<file path="config.mk">
export PLATFORM = sky130hd
export DESIGN_NAME = fir_mac_scheduler
export DESIGN_NICKNAME = d
export VERILOG_FILES = /design/src/rtl/fir_mac_scheduler.sv
export SDC_FILE = /design/constraint.sdc
export NUM_CORES = 1
export LEC_CHECK = 0
export CAP_MARGIN = 5
export CORE_MARGIN = 2
export CORE_UTILIZATION = 40
export CTS_CLUSTER_DIAMETER = 200
export DETAILED_ROUTE_END_ITERATION = 6
export GPL_TIMING_DRIVEN = 1
export HOLD_SLACK_MARGIN = 0.12
export PLACE_DENSITY = 0.59
export SYNTH_ARGS = -nofsm -noshare
export SYNTH_HDL_FRONTEND = slang
export SYNTH_SLANG_ARGS = --single-unit
</file>
<file path="constraint.sdc">
create_clock -name clk -period 5.42 [get_ports clk]
set_input_delay 1.084 -clock clk [delete_from_list [all_inputs] [get_ports clk]]
set_output_delay 1.084 -clock clk [all_outputs]
set_load 0.01 [all_outputs]
</file>
<file path="src/rtl/fir_mac_scheduler.sv">
// fir_mac_scheduler
//   Time-multiplexed FIR controller. Accepts one sample per in_valid/in_ready
//   handshake into a NUM_TAPS-deep delay line (x[0] newest), runs NUM_TAPS
//   multiply-accumulate steps through a single multiplier/adder, then offers
//   the result on an out_valid/out_ready port.
//
//   States:
//     IDLE | waiting for a sample; in_ready=1, clear flushes the delay line
//     MAC  | one product per cycle, tap index k = 0 .. NUM_TAPS-1
//     OUT  | result held on out_data until out_ready
//
// Ports:
//   clk, rst      rising-edge clock, asynchronous active-high reset
//   coeffs        flattened coefficients, h[k] = coeffs[k*H_WORD_LEN +: H_WORD_LEN]
//   clear         delay-line flush, only honoured in IDLE without in_valid
//   in_data/in_valid/in_ready     sample input handshake
//   out_data/out_valid/out_ready  filtered sample output handshake
//   busy          high while in MAC or OUT
module fir_mac_scheduler #(
  parameter int NUM_TAPS   = 4,
  parameter int X_WORD_LEN = 9,
  parameter int X_FRAC_LEN = 8,
  parameter int H_WORD_LEN = 9,
  parameter int H_FRAC_LEN = 8,
  parameter int Y_WORD_LEN = 10,
  parameter int Y_FRAC_LEN = 8
) (
  input  logic                             clk,
  input  logic                             rst,
  input  logic [NUM_TAPS*H_WORD_LEN-1:0]   coeffs,
  input  logic                             clear,
  input  logic [X_WORD_LEN-1:0]            in_data,
  input  logic                             in_valid,
  output logic                             in_ready,
  output logic [Y_WORD_LEN-1:0]            out_data,
  output logic                             out_valid,
  input  logic                             out_ready,
  output logic                             busy
);

  localparam int P_W    = X_WORD_LEN + H_WORD_LEN;
  localparam int P_FRAC = X_FRAC_LEN + H_FRAC_LEN;
  localparam int K_W    = $clog2(NUM_TAPS);
  localparam int ACC_W  = P_W + K_W;
  localparam int SL_LO  = P_FRAC - Y_FRAC_LEN;
  localparam int SL_HI  = SL_LO + Y_WORD_LEN - 1;
  // Widen the accumulator by sign extension when the output slice reaches
  // above its top bit.
  localparam int EXT_W  = (SL_HI + 1 > ACC_W) ? SL_HI + 1 : ACC_W;

  typedef enum logic [1:0] {IDLE, MAC, OUT} state_t;

  state_t                        state;
  logic signed [X_WORD_LEN-1:0]  xd [NUM_TAPS];
  logic signed [ACC_W-1:0]       acc;
  logic signed [ACC_W-1:0]       acc_next;
  logic [K_W-1:0]                k;
  logic signed [X_WORD_LEN-1:0]  x_k;
  logic signed [H_WORD_LEN-1:0]  h_k;
  logic signed [P_W-1:0]         prod;

  // Truncate toward -inf (drop LSBs) and wrap (drop MSBs).
  function automatic logic [Y_WORD_LEN-1:0] to_y(input logic signed [ACC_W-1:0] a);
    logic signed [EXT_W-1:0] e;
    e = EXT_W'(a);
    return e[SL_HI:SL_LO];
  endfunction

  always_comb begin
    x_k      = xd[k];
    h_k      = coeffs[int'(k)*H_WORD_LEN +: H_WORD_LEN];
    prod     = P_W'(x_k) * P_W'(h_k);
    acc_next = acc + ACC_W'(prod);
  end

  always_ff @(posedge clk or posedge rst) begin
    if (rst) begin
      state     <= IDLE;
      for (int i = 0; i < NUM_TAPS; i++) xd[i] <= '0;
      acc       <= '0;
      k         <= '0;
      out_data  <= '0;
      out_valid <= 1'b0;
      busy      <= 1'b0;
      in_ready  <= 1'b1;
    end else begin
      case (state)
        IDLE: begin
          if (in_valid) begin
            for (int i = NUM_TAPS - 1; i > 0; i--) xd[i] <= xd[i-1];
            xd[0]    <= in_data;
            acc      <= '0;
            k        <= '0;
            in_ready <= 1'b0;
            busy     <= 1'b1;
            state    <= MAC;
          end else if (clear) begin
            for (int i = 0; i < NUM_TAPS; i++) xd[i] <= '0;
          end
        end
        MAC: begin
          acc <= acc_next;
          if (k == K_W'(NUM_TAPS - 1)) begin
            // Output register takes the sum including the last product.
            out_data  <= to_y(acc_next);
            out_valid <= 1'b1;
            k         <= '0;
            state     <= OUT;
          end else begin
            k <= k + 1'b1;
          end
        end
        OUT: begin
          if (out_ready) begin
            out_valid <= 1'b0;
            busy      <= 1'b0;
            in_ready  <= 1'b1;
            state     <= IDLE;
          end
        end
        default: begin
          state <= IDLE;
        end
      endcase
    end
  end

endmodule

</file>
==> impl_metrics.prom <==
# TYPE chip_impl_metric gauge
chip_impl_metric{name="average_cell_area_after_synthesis",unit="sq um"} 10.4
chip_impl_metric{name="synth-edff-count",unit=""} 0
chip_impl_metric{name="critical_path_buf_inv_count",unit=""} 6
chip_impl_info{name="cell_chosen_for_the_clock_root",value="clkbuf_16"} 1
chip_impl_metric{name="wl_met1",unit="mm"} 6.18
chip_impl_metric{name="ys_warn_count",unit=""} 0
chip_impl_metric{name="floorplan.initialDensity",unit=""} 0.406
chip_impl_metric{name="grt_first_pass_wirelength",unit="mm"} 26.1
chip_impl_metric{name="io_buffer_count",unit=""} 62
chip_impl_metric{name="final.min_clock_period",unit="ns"} 5.76
chip_impl_metric{name="worst_hold_slack",unit="ns"} 0.492
chip_impl_metric{name="numClockSinks",unit=""} 71
chip_impl_info{name="min-delay-path-class",value="register to register"} 1
chip_impl_metric{name="dp_worst_setup_slack",unit="ns"} -1.06
chip_impl_metric{name="cp_data_arrival_time",unit="ns"} 6.03
chip_impl_metric{name="max_slew.worst_pin.slew",unit="ns"} 1.25
chip_impl_metric{name="achievable-frequency",unit="MHz"} 174
chip_impl_metric{name="place_inst",unit=""} 969
chip_impl_metric{name="slew_viol_final",unit=""} 0
chip_impl_info{name="path_common_cell",value="fa_1"} 1
chip_impl_metric{name="detail_route.first_pass.iterations",unit=""} 4
chip_impl_info{name="unrepaired_setup_endpoints_after_global_routing",value="true"} 1
chip_impl_metric{name="clk_path_buf_depth",unit=""} 2
chip_impl_metric{name="die_h",unit="um"} 133
chip_impl_metric{name="fp-row-count",unit=""} 47
chip_impl_metric{name="synth.top_cell.area_share",unit=""} 0.263
chip_impl_metric{name="antenna_violations_before_repair",unit=""} 0
chip_impl_metric{name="drive_above_1_share",unit=""} 0.348
chip_impl_metric{name="normalized_max_slew_margin",unit=""} 0.169
chip_impl_info{name="synthFlopType",value="dfrtp_1"} 1
chip_impl_metric{name="finClkSkew",unit="ns"} 0.00634
chip_impl_info{name="synthTopCellsByArea",value="dfrtp_1 (26%), fa_1 (25%), ha_1 (9.2%)"} 1
chip_impl_metric{name="asyncSetResetFlopFracSynth",unit=""} 1.00
chip_impl_metric{name="drc",unit=""} 0
chip_impl_info{name="cpMaxStageDelayCell",value="mux4_2"} 1
chip_impl_info{name="highest-signal-layer",value="met4"} 1
chip_impl_metric{name="final-hold-violation-count",unit=""} 0
chip_impl_metric{name="cts_max_level",unit=""} 3
chip_impl_metric{name="crit_required",unit="ns"} 5.69
chip_impl_info{name="synth_commonest_cells",value="inv_1 (127), fa_1 (83), nand2_1 (77)"} 1
chip_impl_metric{name="worst_path_largest_cell_delay",unit="ns"} 0.55
chip_impl_metric{name="io-pin-count",unit=""} 63
chip_impl_info{name="path_cells",value="buf_6 -> mux4_2 -> buf_6 -> and2_4 -> fa_1 -> inv_2 -> fa_1 -> inv_2 -> fa_1 -> fa_1 -> inv_2 -> fa_1 -> inv_2 -> ha_4 -> a21o_1 -> a21oi_2 -> o21ai_2 -> o21bai_4 -> or4b_1 -> nand3_2"} 1
chip_impl_metric{name="dp_hpwl",unit="mm"} 12.0
chip_impl_metric{name="mappedNetlistNets",unit=""} 820
chip_impl_metric{name="place_area",unit="sq um"} 8160
chip_impl_info{name="tritoncts",value="done"} 1
chip_impl_metric{name="max_cap_viol_count",unit=""} 0
chip_impl_metric{name="clock_buffers_created_by_tritoncts",unit=""} 9
chip_impl_metric{name="syn-instance-count",unit=""} 638
chip_impl_metric{name="final_nets",unit=""} 971
chip_impl_info{name="critPathCaptureType",value="register"} 1
chip_impl_metric{name="wire_per_inst",unit="um"} 15.1
chip_impl_metric{name="finalWorstSetupSlack",unit="ns"} -0.337
chip_impl_info{name="worstSetupStartpointType",value="primary input"} 1
chip_impl_metric{name="worstSkewPairLatency",unit="ns"} 0.34
chip_impl_metric{name="path_clk_slew",unit="ns"} 0.06
chip_impl_metric{name="first_global_vias",unit=""} 5472
chip_impl_metric{name="yosys_register_bits",unit=""} 71
chip_impl_metric{name="fillCellCount",unit=""} 1430
chip_impl_metric{name="grt_overflow",unit=""} 0
chip_impl_metric{name="wl_met2",unit="mm"} 8.50
chip_impl_metric{name="critical_path.max_fanout",unit=""} 7
chip_impl_metric{name="report.final.setup_viol",unit=""} 16
chip_impl_metric{name="floorplan.die_area",unit="sq um"} 17700
chip_impl_metric{name="finalCritPeriodShare",unit=""} 1.06
chip_impl_metric{name="place_congestion",unit=""} 0.868
chip_impl_metric{name="avgViaCountPerCell",unit=""} 5.05
chip_impl_info{name="critPathTopFamily",value="adder cells"} 1
chip_impl_metric{name="flow.area_growth_from_synthesis",unit="%"} 36.1
chip_impl_metric{name="detail_route.iter0.violations",unit=""} 180
chip_impl_metric{name="drt_wl_total",unit="mm"} 15.3
chip_impl_metric{name="synth_seq_area_share",unit=""} 0.267
chip_impl_info{name="netlist.top_cell.by_area",value="dfrtp_1"} 1
chip_impl_info{name="violated_checks",value="negative setup slack"} 1
chip_impl_metric{name="detailroute.via_count",unit=""} 5119
chip_impl_metric{name="grt_start_max_net_pins",unit=""} 44
chip_impl_metric{name="layout.cells.non_filler",unit=""} 1013
chip_impl_metric{name="minimum_setup_slack_among_reg_to_reg_paths",unit="ns"} -0.17
chip_impl_info{name="run_status",value="complete, but fails checks"} 1
chip_impl_metric{name="final_cell_area",unit="sq um"} 9070
chip_impl_info{name="timing.setup.critical_path_class",value="primary input to register"} 1
chip_impl_metric{name="antenna_cells_inserted",unit=""} 0
chip_impl_metric{name="track_usage",unit=""} 0.184
chip_impl_metric{name="die_w",unit="um"} 133
chip_impl_metric{name="yosys.cell_types.count",unit=""} 48
chip_impl_metric{name="routed-wl-met3",unit="um"} 311
chip_impl_metric{name="syn_area",unit="sq um"} 6660
chip_impl_metric{name="postRouteAntennaNets",unit=""} 0
chip_impl_metric{name="fp.coreArea",unit="sq um"} 16400
chip_impl_info{name="yosys.cell_count.top_type",value="inv_1"} 1
==> sequential cells by signal, summed over array words and instances, names as in the netlist <==
register / flops
busy: 1
xd: 36
out_valid: 1
in_ready: 1
acc: 18
out_data: 10
state: 2
k: 2
==> metrics by stage <==
step	setup TNS (ns)	util
3_5_place_dp	-18.17	0.498
6_report	-2.92	0.553
5_1_grt	-5.09	0.553
2_1_floorplan	-3.88	-
3_3_place_gp	-16.82	0.498
4_1_cts	-3.07	0.538
==> per-layer routing <==
layer,vias to the layer above,track usage
met4,0,0.0562
met2,57,0.328
met1,2661,0.230
met5,-,0
li1,2382,-
met3,19,0.0291
==> worst reg2reg max path: stages, from the launching register on <==
cell,delay [ns]
dfrtp_1,0.38
buf_12,0.18
mux4_2,0.63
and2_4,0.21
fa_2,0.48
buf_12,0.16
fa_1,0.55
fa_1,0.43
fa_1,0.50
inv_1,0.05
fa_1,0.49
inv_2,0.05
ha_4,0.22
and4_4,0.17
o21a_1,0.12
o31ai_4,0.10
buf_4,0.19
o21bai_4,0.06
or4b_1,0.48
nand3_2,0.08
==> logic make-up after synthesis <==
family                     Yosys count  share of synthesized area
muxes                               20                     0.0623
buffers and inverters              146                     0.0830
and+or+nand+nor                    139                     0.0959
xor gates and xnor gates            21                     0.0276
AOI/OAI and AO/OA                  109                      0.123
DFF                                 71                      0.267
adders and majority gates          132                      0.341
==> cells in the final DEF, fill, tap and decap left out, types with 3 or more instances in the layout <==
cell and instances:
xnor2_1 13, fa_1 77, ha_1 36, o31ai_1 4, nor2_1 15, and2_1 17, clkbuf_16 9, buf_12 3
clkdlybuf4s50_1 26, mux4_2 17, inv_1 102, o21ai_4 3, buf_2 23, ha_4 13, nand2_4 10, a21oi_1 8
inv_2 26, o21ai_2 6, fa_2 6, o21a_1 3, a22o_1 43, nand2_1 54, and2_4 8, o21ai_0 4
nand2_2 13, buf_6 28, xor2_1 3, dfrtp_1 69, o21ai_1 17, buf_4 73
==> final cells by class <==
type / count / area, sq um / area share
Multi-Input combinational cell: 421 / 4870 / 0.537
Sequential cell: 71 / 1780 / 0.196
Timing Repair Buffer: 157 / 1340 / 0.147
Inverter: 129 / 487 / 0.0537
Tap cell: 220 / 275 / 0.0303
Clock buffer: 9 / 225 / 0.0248
Clock inverter: 6 / 93.8 / 0.0103
==> path summary, 6_finish.rpt <==
check                                   end   startpoint  cells after the start
worst max-delay path                acc[16]   coeffs[33]                     20
worst min-delay path            out_data[7]  out_data[7]                      2
worst max register to register      acc[16]         k[0]                     19
worst min register to register  out_data[7]  out_data[7]                      2
max in group asynchronous             xd[7]          rst                      3
min in group asynchronous             xd[0]          rst                      2
==> repair_timing <==
action,in CTS,in global routing
hold buffers,0,0
setup buffers,23,10
pin swaps,91,58
endpoints found under the hold margin,0,0
setup endpoints to repair,20,20
resized for setup,194,46
Power is not shown: default switching activity piles up to over one toggle a cycle in this logic, so the estimate is an artifact.
